[config.mk]
export PLATFORM = sky130hd
export DESIGN_NAME = control_unit
export DESIGN_NICKNAME = d
export VERILOG_FILES = /design/src/rtl/control_unit.sv
export SDC_FILE = /design/constraint.sdc
export NUM_CORES = 1
export LEC_CHECK = 0
export BUFFER_PORTS_ARGS = -buffer_cell sky130_fd_sc_hd__buf_2
export CORE_MARGIN = 8
export CORE_UTILIZATION = 42
export CTS_CLUSTER_SIZE = 10
export DETAILED_ROUTE_END_ITERATION = 16
export HOLD_SLACK_MARGIN = 0.05
export PLACE_DENSITY = 0.72
export SYNTH_ARGS = -nofsm -noshare
export SYNTH_HDL_FRONTEND = slang
export SYNTH_SLANG_ARGS = --single-unit
[constraint.sdc]
create_clock -name clk -period 3.9 [get_ports clk]
set_input_delay 0.195 -clock clk [delete_from_list [all_inputs] [get_ports clk]]
set_output_delay 0.195 -clock clk [all_outputs]
set_load 0.03 [all_outputs]
[src/rtl/control_unit.sv]
// Multi-cycle controller for an RV32I subset (add, sub, addi, lw, sw); FETCH_WAIT stretches FETCH.
// Define CONTROL_UNIT_BRANCH_EN to decode B-type branches; otherwise opcode 1100011 halts as illegal.
module control_unit #(
    parameter int unsigned FETCH_WAIT = 0
) (
    input  logic        clk,
    input  logic        rst_n,
    input  logic [31:0] instruction,
    input  logic        aluZero,
    input  logic        aluLessThan,
    input  logic        aluLessThanU,
    output logic        writeEnable_Registers,
    output logic        writeEnable_DataMemory,
    output logic        muxSelect_SumVsReadData,
    output logic        muxSelect_ImmVsDataout2,
    output logic        SumOrSub,
    output logic        irLoad,
    output logic        pcWrite,
    output logic        pcSrc,
    output logic        illegalInstr,
    output logic [2:0]  state
);

    typedef enum logic [2:0] {
        FETCH     = 3'd0,
        DECODE    = 3'd1,
        EXECUTE   = 3'd2,
        MEM       = 3'd3,
        WRITEBACK = 3'd4,
        HALT      = 3'd7
    } stateType;

    typedef enum logic [2:0] {
        I_ADD, I_SUB, I_ADDI, I_LW, I_SW, I_BRANCH, I_ILLEGAL
    } instrKind;

    localparam logic [2:0] WAIT_LAST = 3'(FETCH_WAIT);

    stateType   curState, nextState;
    instrKind   kind;
    logic [31:0] ir;
    logic [2:0]  waitCnt;
    logic        running;
    logic        fetchDone;

    logic [6:0] opcode, funct7;
    logic [2:0] funct3;
    assign opcode = ir[6:0];
    assign funct3 = ir[14:12];
    assign funct7 = ir[31:25];

    // Register and immediate fields belong to the datapath; the controller never looks at them.
    logic unusedIrFields;
    assign unusedIrFields = ^{ir[24:15], ir[11:7]};

    assign fetchDone = (waitCnt == WAIT_LAST);
    assign state     = curState;

    always_comb begin
        kind = I_ILLEGAL;
        case (opcode)
            7'b0110011: begin
                if (funct3 == 3'b000 && funct7 == 7'b0000000)      kind = I_ADD;
                else if (funct3 == 3'b000 && funct7 == 7'b0100000) kind = I_SUB;
            end
            7'b0010011: if (funct3 == 3'b000) kind = I_ADDI;
            7'b0000011: if (funct3 == 3'b010) kind = I_LW;
            7'b0100011: if (funct3 == 3'b010) kind = I_SW;
`ifdef CONTROL_UNIT_BRANCH_EN
            7'b1100011: if (funct3 != 3'b010 && funct3 != 3'b011) kind = I_BRANCH;
`endif
            default:    kind = I_ILLEGAL;
        endcase
    end

`ifdef CONTROL_UNIT_BRANCH_EN
    logic branchTaken;
    always_comb begin
        case (funct3)
            3'b000:  branchTaken = aluZero;
            3'b001:  branchTaken = !aluZero;
            3'b100:  branchTaken = aluLessThan;
            3'b101:  branchTaken = !aluLessThan;
            3'b110:  branchTaken = aluLessThanU;
            default: branchTaken = !aluLessThanU;
        endcase
    end
`else
    logic unusedAluFlags;
    assign unusedAluFlags = ^{aluZero, aluLessThan, aluLessThanU};
    assign pcSrc = 1'b0;
`endif

    // running stays low until the first clock after reset release, so that edge starts FETCH
    // instead of ending it.
    // NOTE: state registers use non-blocking assignments so every flop samples pre-edge values.
    always_ff @(posedge clk or negedge rst_n) begin
        if (!rst_n) begin
            curState <= FETCH;
            ir       <= '0;
            waitCnt  <= '0;
            running  <= 1'b0;
        end else begin
            running  <= 1'b1;
            curState <= nextState;
            if (irLoad) ir <= instruction;
            waitCnt  <= (curState == FETCH && running && !fetchDone) ? waitCnt + 3'd1 : 3'd0;
        end
    end

    // NOTE: every output and nextState gets a default first, so no path can infer a latch.
    always_comb begin
        nextState               = curState;
        writeEnable_Registers   = 1'b0;
        writeEnable_DataMemory  = 1'b0;
        muxSelect_SumVsReadData = 1'b0;
        muxSelect_ImmVsDataout2 = 1'b0;
        SumOrSub                = 1'b0;
        irLoad                  = 1'b0;
        pcWrite                 = 1'b0;
        illegalInstr            = 1'b0;
`ifdef CONTROL_UNIT_BRANCH_EN
        pcSrc                   = 1'b0;
`endif

        case (curState)
            FETCH: begin
                if (running && fetchDone) begin
                    irLoad    = 1'b1;
                    nextState = DECODE;
                end
            end
            DECODE:  nextState = (kind == I_ILLEGAL) ? HALT : EXECUTE;
            EXECUTE: begin
                case (kind)
                    I_ADD, I_SUB, I_ADDI: nextState = WRITEBACK;
                    I_LW, I_SW:           nextState = MEM;
`ifdef CONTROL_UNIT_BRANCH_EN
                    I_BRANCH: begin
                        pcWrite   = 1'b1;
                        pcSrc     = branchTaken;
                        nextState = FETCH;
                    end
`endif
                    default:              nextState = HALT;
                endcase
            end
            MEM: begin
                if (kind == I_SW) begin
                    writeEnable_DataMemory = 1'b1;
                    pcWrite                = 1'b1;
                    nextState              = FETCH;
                end else begin
                    nextState = WRITEBACK;
                end
            end
            WRITEBACK: begin
                writeEnable_Registers = 1'b1;
                pcWrite               = 1'b1;
                nextState             = FETCH;
            end
            HALT:    illegalInstr = 1'b1;
            default: nextState = FETCH;
        endcase

        // Datapath selects stay stable from EXECUTE until the instruction retires.
        if (curState inside {EXECUTE, MEM, WRITEBACK}) begin
            muxSelect_ImmVsDataout2 = (kind inside {I_ADD, I_SUB, I_BRANCH});
            SumOrSub                = (kind inside {I_SUB, I_BRANCH});
            muxSelect_SumVsReadData = (kind != I_LW);
        end
    end

endmodule

# Word level (Yosys, flattened, before mapping)

Index checks and enable logic that the tools add are counted.

$add $sub $neg: 1
$mul: 0
Div/mod/pow operators: 0
Order comparisons: 0
Equal/unequal tests: 19
Shifts and indexed selects: 0
Multiplexer cells: 22
Bitwise operators: 1
Reductions and logical operators: 17

Operator list:

| operator            | number |
|---|---|
| $mux 3              | 8 |
| $eq 7x6->1 const B  | 3 |
| $eq 3x2->1 const B  | 5 |
| $eq 3x3->1 const B  | 5 |
| $pmux 3 s5          | 1 |
| $logic_not 3->1     | 4 |
| $pmux 3 s4          | 1 |
| $mux 1              | 9 |
| $eq 7x2->1 const B  | 1 |
| $eq 7x5->1 const B  | 1 |
| $logic_not 7->1     | 1 |
| $eq 3x1->1 const B  | 2 |
| $pmux 3 s2          | 1 |
| $reduce_bool 3->1   | 2 |
| $logic_and 1x1->1   | 5 |
| $add 3x1->3 const B | 1 |
| $ne 3x2->1 const B  | 1 |
| $reduce_or 3->1     | 1 |
| $mux 2              | 1 |
| $ne 2x1->1 const B  | 1 |
| $pmux 1 s2          | 1 |
| $reduce_and 2->1    | 1 |
| $reduce_bool 2->1   | 1 |
| $reduce_or 2->1     | 1 |
| other kinds (2)     | 2 |

Register bits: 39
Bits in latches: 0
Bits in writable memories: 0
ROM bits: 0
Bits of input ports: 37
Output and inout port bits: 12
Logic and storage cells: 64
Memories kept: 0

# Depth between registers and ports, before layout

Gate-level depths: netlist (run 1).

Word-level depth: 9
Gate-level depth with buffers: 7
Mapped depth without buffers: 6

# Least setup slack after synthesis (run 1)

OpenSTA, ideal clock, no wires.

Kind: register to output
From: reg curState[2] (netlist: state[2])
To: out SumOrSub
Arrival time: 2.745 ns
Required time: 3.705 ns
Setup slack: 0.960 ns
Stages on the path, launching flop included: 6
Buffers on the path: 1
Path through: dfrtp_1 buf_2 nor3b_1 nor2_1 nor4_2 and2_1

Longest elaborated chain between the ends: 3
Elaborated cells between the ends (all ways): 5
Those cells by class: 3 x eq/ne; 1 x mux; 1 x reduce/logical

Ends and longest elaborated chain:

| element                                  | RTL line | RTL |
|---|---|---|
| from (decl)                              | 39       | `stateType curState, nextState;` |
| from (signal assigned)                   | 105      | `curState <= nextState;` |
| $eq 3x2->1 or $eq 3x3->1 (tied branches) | 167      | `if (curState inside {EXECUTE, MEM, WRITEBACK}) begin` |
| $reduce_bool 3->1 (*)                    | 167      |  |
| $mux 1 (*)                               | 167      |  |
| to (decl)                                | 16       | `output logic SumOrSub,` |

Every way passes the cells marked *; elsewhere a longest branch is shown, timed or not.

# Worst setup path after layout (run 1)

From: reg ir[14]
To: out pcWrite

Longest elaborated chain between the ends: 8
Elaborated cells between the ends (all ways): 13
Those cells by class: 2 x eq/ne; 8 x mux; 3 x reduce/logical

Ends and longest elaborated chain:

| element                | RTL line   | RTL |
|---|---|---|
| from (decl)            | 41         | `logic [31:0] ir;` |
| from (signal assigned) | 106        | `if (irLoad) ir <= instruction;` |
| $logic_not 3->1        | 63, 64, 66 |  |
| $logic_and 1x1->1      | 64         | `else if (funct3 == 3'b000 && funct7 == 7'b0100000) kind = I_SUB;` |
| $mux 3                 | 64         |  |
| $mux 3                 | 63         | `if (funct3 == 3'b000 && funct7 == 7'b0000000) kind = I_ADD;` |
| $pmux 3 s4 (*)         | 61         | `case (opcode)` |
| $eq 3x3->1 (*)         | 149        | `if (kind == I_SW) begin` |
| $mux 1 (*)             | 149        |  |
| $pmux 1 s2 (*)         | 126        | `case (curState)` |
| to (decl)              | 18         | `output logic pcWrite,` |

Marks and branches as above.

==> flow_metrics.py, run 1 <==
metrics = {
    "global_route": {
        "grt_pass1_wl_um": 4260,
        "grt_antenna_before_repair": 0,
        "grt_util_all_layers_pct": 10.0,
        "grt_pass1_vias": 970,
        "grt_max_degree": 25,
        "overflow": 0,
    },
    "setup_path": {
        "worstSetupPathType": "reg -> out",
        "cp.required_ps": 3700,
        "worstPathArrival_ps": 2000,
        "cp_max_fo": 7,
        "critPathCaptureType": "output port",
        "worstSetupStartpointType": "flip-flop",
    },
    "synthesis": {
        "synth_xor_area_share_pct": 2.14,
        "synth_cells": 102,
        "synth_compound_gate_area_share_pct": 5.70,
        "synth.area.mux_share_pct": 17.4,
        "synthesis.area_um2": 1230,
        "synth_nets": 141,
        "synth_top_family_by_area": "simple AND/OR/NAND/NOR gates",
        "yosysSeqAreaShare_pct": 48.9,
        "synthSimpleGateAreaFrac_pct": 17.6,
        "synth_area_per_cell_um2": 12.0,
        "ys_types": 39,
        "synth_fa_ha_area_share_pct": 2.04,
        "synth_warnings": 0,
        "ys_seq_elements": 24,
    },
    "route": {
        "via_per_inst": 5.30,
        "drtAntennaViolNets": 0,
        "wl_um": 2420,
        "first_pass_iters": 4,
        "drc": 0,
        "wire_per_inst_um": 14.9,
        "drtIter0Drc": 18,
        "dr_total_vias": 859,
    },
    "cts": {
        "cts-root-buf": "clkbuf_4",
        "clock_path_buffers": 2,
        "cts_tree": "yes",
        "clk_latency_ps": 310,
        "cts_sinks": 24,
        "cts.clk_slew.worst_paths_ps": 140,
        "cts_buffers": 3,
        "postCtsSetupRepairBufs": 0,
        "ctsHtreeMaxLevel": 1,
    },
    "timing": {
        "rsz0062_at_grt": "false",
        "fmax_ghz": 0.456,
        "finalCritPeriodShare_pct": 56.2,
        "setup_viol": 0,
        "worst_pin_slew_ps": 522,
        "fin_setup_tns_ps": 0,
        "final_hold_viol_count": 0,
        "relSlewSlack_pct": 65.2,
        "slew_viol_final": 0,
        "fin_skew_ps": 7.38,
        "layout_setup_ws_ps": 1710,
        "fin_crit_ps": 2190,
        "timing.hold.ws_ps": 96.3,
    },
    "die": {
        "die-height_um": 70.1,
        "io_pins": 49,
        "die_area_um2": 4910,
        "start_util_pct": 44.6,
        "fp.dieW_um": 70.1,
        "coreArea_um2": 2760,
        "fp-row-count": 19,
    },
    "cells_and_area": {
        "layout-drive-gt1-share_pct": 41.2,
        "antenna_cells": 0,
        "area_delta_synth_final_pct": 16.3,
        "nets": 171,
        "utilization_pct": 51.8,
    },
    "worst_hold_path": {
        "holdCritPathClass": "in -> reg",
    },
    "placed_design": {
        "gp_congestion": 0.878,
        "place_hpwl_um": 1910,
        "pre_cts_slack_ps": 2060,
        "io_buffers": 29,
    },
    "power": {
        "p_leak_nw": 0.708,
        "power.density_nw_per_um2": 764,
        "peakVddDrop_v": 0.000440,
    },
    "job": {
        "cap_violations": 0,
    },
    "run_status": {
        "status": "completed",
    },
}
## path summary, 6_finish.rpt
check | start | end | slack [ps] | cells past startpoint
setup / recovery | ir[14] | pcWrite | 1710 | 5
hold / removal | instruction[3] | ir[3] | 100 | 2
setup reg to reg | ir[13] | state[0] | 2200 | 4
hold reg to reg | waitCnt[0] | waitCnt[0] | 490 | 1
max in group asynchronous | rst_n | ir[13] | 3180 | 2
min in group asynchronous | rst_n | waitCnt[1] | 370 | 2
## cell usage after synthesis
cell type / number / area [um2]
a22oi_1: 1 / 7.51
conb_1: 2 / 7.51
or3b_2: 1 / 8.76
a21o_1: 1 / 7.51
nand2_1: 5 / 18.8
and4_1: 1 / 8.76
nor4b_4: 1 / 23.8
o22ai_1: 1 / 6.26
mux2_4: 9 / 135
xnor2_1: 2 / 17.5
and2b_1: 1 / 7.51
nor4_1: 2 / 12.5
o21ai_0: 2 / 10.0
nor4b_1: 1 / 8.76
or2_2: 1 / 6.26
a21oi_1: 1 / 5.00
and2_1: 1 / 6.26
buf_2: 1 / 5.00
nor2b_1: 1 / 6.26
xor2_1: 1 / 8.76
nor4_2: 1 / 12.5
nor3b_1: 1 / 7.51
nand2_4: 1 / 11.3
buf_4: 1 / 7.51
mux2_2: 7 / 78.8
inv_1: 6 / 22.5
a32oi_1: 1 / 8.76
nand3_1: 2 / 10.0
nor2_1: 7 / 26.3
ha_1: 2 / 25.0
nand4_1: 1 / 6.26
buf_6: 3 / 33.8
o311ai_0: 1 / 8.76
nand2b_1: 2 / 12.5
and3_1: 2 / 12.5
nor3_1: 2 / 10.0
o211ai_1: 1 / 7.51
a2111oi_0: 1 / 8.76
dfrtp_1: 24 / 601
## timing repair
action	4_1_cts	5_1_grt
hold buffers	1	0
endpoints found under the hold margin	24	0
resized for setup	0	0
## registers in the layout (all words and copies together), names as in the netlist
| signal | count |
|---|---|
| waitCnt | 3 |
| ir | 17 |
| state | 3 |
| running | 1 |
## cells by family after synthesis
logic type               Yosys count
AND/OR/NAND/NOR                   34
multiplexers                      16
AO/OA/AOI/OAI                     10
adder cells (fa/ha/maj)            2
flip-flops                        24
XOR/XNOR                           3
other                              2
buffers and inverters             11
## worst max-delay path: stages (launching register included)
cell     delay (ps)
dfrtp_1         410
nor3_1          220
nand4_1         320
nor4_1          390
or2_2           160
buf_2           180
## cells in the final DEF (no fill, tap or decap)
cell type      count
xnor2_1            2
and2_1             1
a21oi_1            1
or3b_2             1
and4_1             1
clkbuf_4           3
and2b_1            1
nor2_1             7
nor4b_1            1
nor3b_1            1
nor4_2             1
dlygate4sd3_1      1
nor4_1             2
mux2_2             7
nor3_1             2
dfrtp_1           24
nand4_1            1
nor4b_4            1
a21o_1             1
o22ai_1            1
nand3_1            2
or2_2              1
mux2_4             9
inv_1              6
conb_1             2
a32oi_1            1
a2111oi_0          1
and3_1             2
a22oi_1            1
o311ai_0           1
nand2_1            5
o21ai_0            2
ha_1               2
xor2_1             1
buf_2             29
bufinv_16          1
o211ai_1           1
nor2b_1            1
nand2_4            1
nand2b_1           2
## power by group
part / internal (W) / switching [W] / total (W)
registers: 0.000356 / 0.000105 / 0.000461
logic: 0.000224 / 0.000226 / 0.000450
clock network: 0.000104 / 0.0000769 / 0.000181
total: 0.000683 / 0.000409 / 0.00109
## routing by layer
| layer | vias to the layer above | GRT usage (%) | part of all wire, % |
|---|---|---|---|
| li1 | 409 | - | - |
| met1 | 428 | 11.7 | 43 |
| met2 | 20 | 17.2 | 51 |
| met3 | 2 | 3.67 | 5.9 |
| met4 | 0 | 2.01 | 0.33 |
| met5 | - | 0 | 0 |
## metrics by stage
stage	area [um2]	total power, W	std cells
floorplan	1230	0.000835	102
global placement	1370	0.000899	157
detailed placement	1370	0.000921	157
CTS	1430	0.00110	162
global route	1430	0.00117	162
finish	1430	0.00109	162
## cell type report
| class | instances | area (um2) |
|---|---|---|
| tap | 31 | 38.8 |
| timing repair buffer | 30 | 155 |
| multi-input combinational | 67 | 559 |
| fill | 246 | 1330 |
| inverter | 6 | 22.5 |
| sequential | 24 | 601 |
| clock buffer | 3 | 22.5 |
| clock inverter | 1 | 30.0 |
(Power assumes the default switching activity.)
==> run 2: changes to the inputs <==
==> constraint.sdc (replaced) <==
create_clock -name clk -period 2.1 [get_ports clk]
set_input_delay 0.105 -clock clk [delete_from_list [all_inputs] [get_ports clk]]
set_output_delay 0.105 -clock clk [all_outputs]
set_load 0.03 [all_outputs]
==> run 2 against run 1 <==
Effect of this change: count of clock-buffer cells in the layout did not move; non-clock buffer count rose by 21; design area grew 16%; critical endpoint is now irLoad.
==> flow_metrics.py, run 2 (synthesized netlist as in run 1, its figures left out) <==
metrics = {
    "global_route": {
        "grt_pass1_wl_um": 4480,
        "grt_max_degree": 25,
        "grt_pass1_vias": 971,
        "grt_antenna_before_repair": 0,
        "grt_util_all_layers_pct": 10.9,
        "overflow": 0,
    },
    "route": {
        "dr_total_vias": 943,
        "wire_per_inst_um": 14.2,
        "first_pass_iters": 5,
        "drtAntennaViolNets": 0,
        "drc": 0,
        "wl_um": 2600,
        "drtIter0Drc": 38,
        "via_per_inst": 5.15,
    },
    "power": {
        "peakVddDrop_v": 0.000931,
        "p_leak_nw": 0.805,
        "power_w": 0.00210,
        "p_clk_share_pct": 15.8,
        "power.density_nw_per_um2": 1260,
        "power.switching_w": 0.000796,
        "p_int_w": 0.00131,
        "swShare_pct": 37.8,
        "combPwrFrac_pct": 42.3,
        "pwr-share-seq_pct": 41.9,
    },
    "timing": {
        "fin_crit_ps": 1960,
        "slew_viol_final": 0,
        "finalCritPeriodShare_pct": 93.1,
        "worst_pin_slew_ps": 546,
        "fin_skew_ps": 13.7,
        "final_hold_viol_count": 0,
        "timing.hold.ws_ps": 286,
        "setup_viol": 0,
        "fmax_ghz": 0.511,
        "relSlewSlack_pct": 63.6,
    },
    "cts": {
        "clock_path_buffers": 2,
        "cts_sinks": 24,
        "cts-root-buf": "clkbuf_4",
        "cts_buffers": 3,
        "cts.clk_slew.worst_paths_ps": 140,
        "cts_tree": "yes",
        "clk_latency_ps": 320,
        "ctsHtreeMaxLevel": 1,
    },
    "setup_path": {
        "worstSetupPathType": "reg -> out",
        "cp_max_fo": 17,
        "reg2reg_depth": 5,
        "critPathCaptureType": "output port",
        "cp.required_ps": 2000,
        "worstPathArrival_ps": 1850,
        "worstSetupStartpointType": "flip-flop",
    },
    "placed_design": {
        "io_buffers": 29,
        "place_hpwl_um": 1860,
        "gp_congestion": 0.824,
    },
    "cells_and_area": {
        "largest_reg_flops": 17,
        "nets": 192,
        "top_register": "ir",
        "final_common_cell": "buf_2",
        "area_delta_synth_final_pct": 35.4,
        "layout-drive-gt1-share_pct": 42.1,
        "antenna_cells": 0,
        "final_cell_mix": "buf_2 (29), dfrtp_1 (22), dlygate4sd3_1 (18)",
    },
    "run_status": {
        "status": "completed",
    },
    "die": {
        "coreArea_um2": 2760,
        "fp.dieW_um": 70.1,
        "start_util_pct": 44.6,
        "die_area_um2": 4910,
        "fp-row-count": 19,
        "die-height_um": 70.1,
        "io_pins": 49,
    },
    "worst_hold_path": {
        "holdCritPathClass": "in -> async",
    },
    "job": {
        "cap_violations": 0,
    },
}
[run 2: final timing paths]
path	start	endpoint	slack, ps
max in group asynchronous	rst_n	ir[13]	1420
min in group clk	waitCnt[0]	waitCnt[0]	470
worst min-delay path	rst_n	ir[31]	290
worst max-delay path	state[2]	irLoad	140
worst min register to register	waitCnt[0]	waitCnt[0]	470
worst max register to register	ir[13]	state[0]	310
[run 2: layer usage]
layer  vias to the layer above  wire [um]  GRT usage, %  part of all wire [%]
met5                         -          0             0                     0
met4                         0         46          4.69                   1.8
met3                         7        197          4.38                   7.6
met2                        38       1250          17.8                    48
met1                       446       1100          12.3                    43
li1                        452          -             -                     -
[run 2: per-stage QoR]
stage | instance area, um2 | setup slack (ps) | setup TNS (ps) | instances | util [%]
floorplan | 1250 | -194 | -194 | 102 | -
global placement | 1390 | 393 | 0 | 157 | 50.3
detailed placement | 1390 | 333 | 0 | 157 | 50.3
CTS | 1630 | 2.65 | 0 | 181 | 59.3
global route | 1660 | -14.0 | -14.0 | 183 | 60.3
finish | 1660 | 145 | 0 | 183 | 60.3
[run 2: area by class of cell]
cell class	instances	area, um2
clock buffers	3	22.5
inverters	6	22.5
multi-input cells	67	592
repair buffers	51	355
well taps	31	38.8
clock inverters	1	30.0
flip-flops and latches	24	603
fillers	232	1090
[run 2: critical path, stage by stage, from the launching register on]
cell and delay [ps]:
dfrtp_1 520, nor4b_4 430, nand2_4 240, inv_1 130
buf_2 200
[run 2: power by group through the flow]
stage,clock network (W),registers (W),logic [W]
finish,0.000333,0.000881,0.000890
global route,0.000368,0.000914,0.000972
CTS,0.000344,0.000864,0.000890
detailed placement,0,0.000874,0.000859
global placement,0,0.000855,0.000839
floorplan,0,0.000820,0.000750
[run 2: what timing repair did]
item	in CTS	in global routing
gates resized for setup	0	4
hold buffers	18	0
endpoints found under the setup margin	2	3
hold endpoints to repair	41	0
pin swaps	1	1
setup buffers	2	2
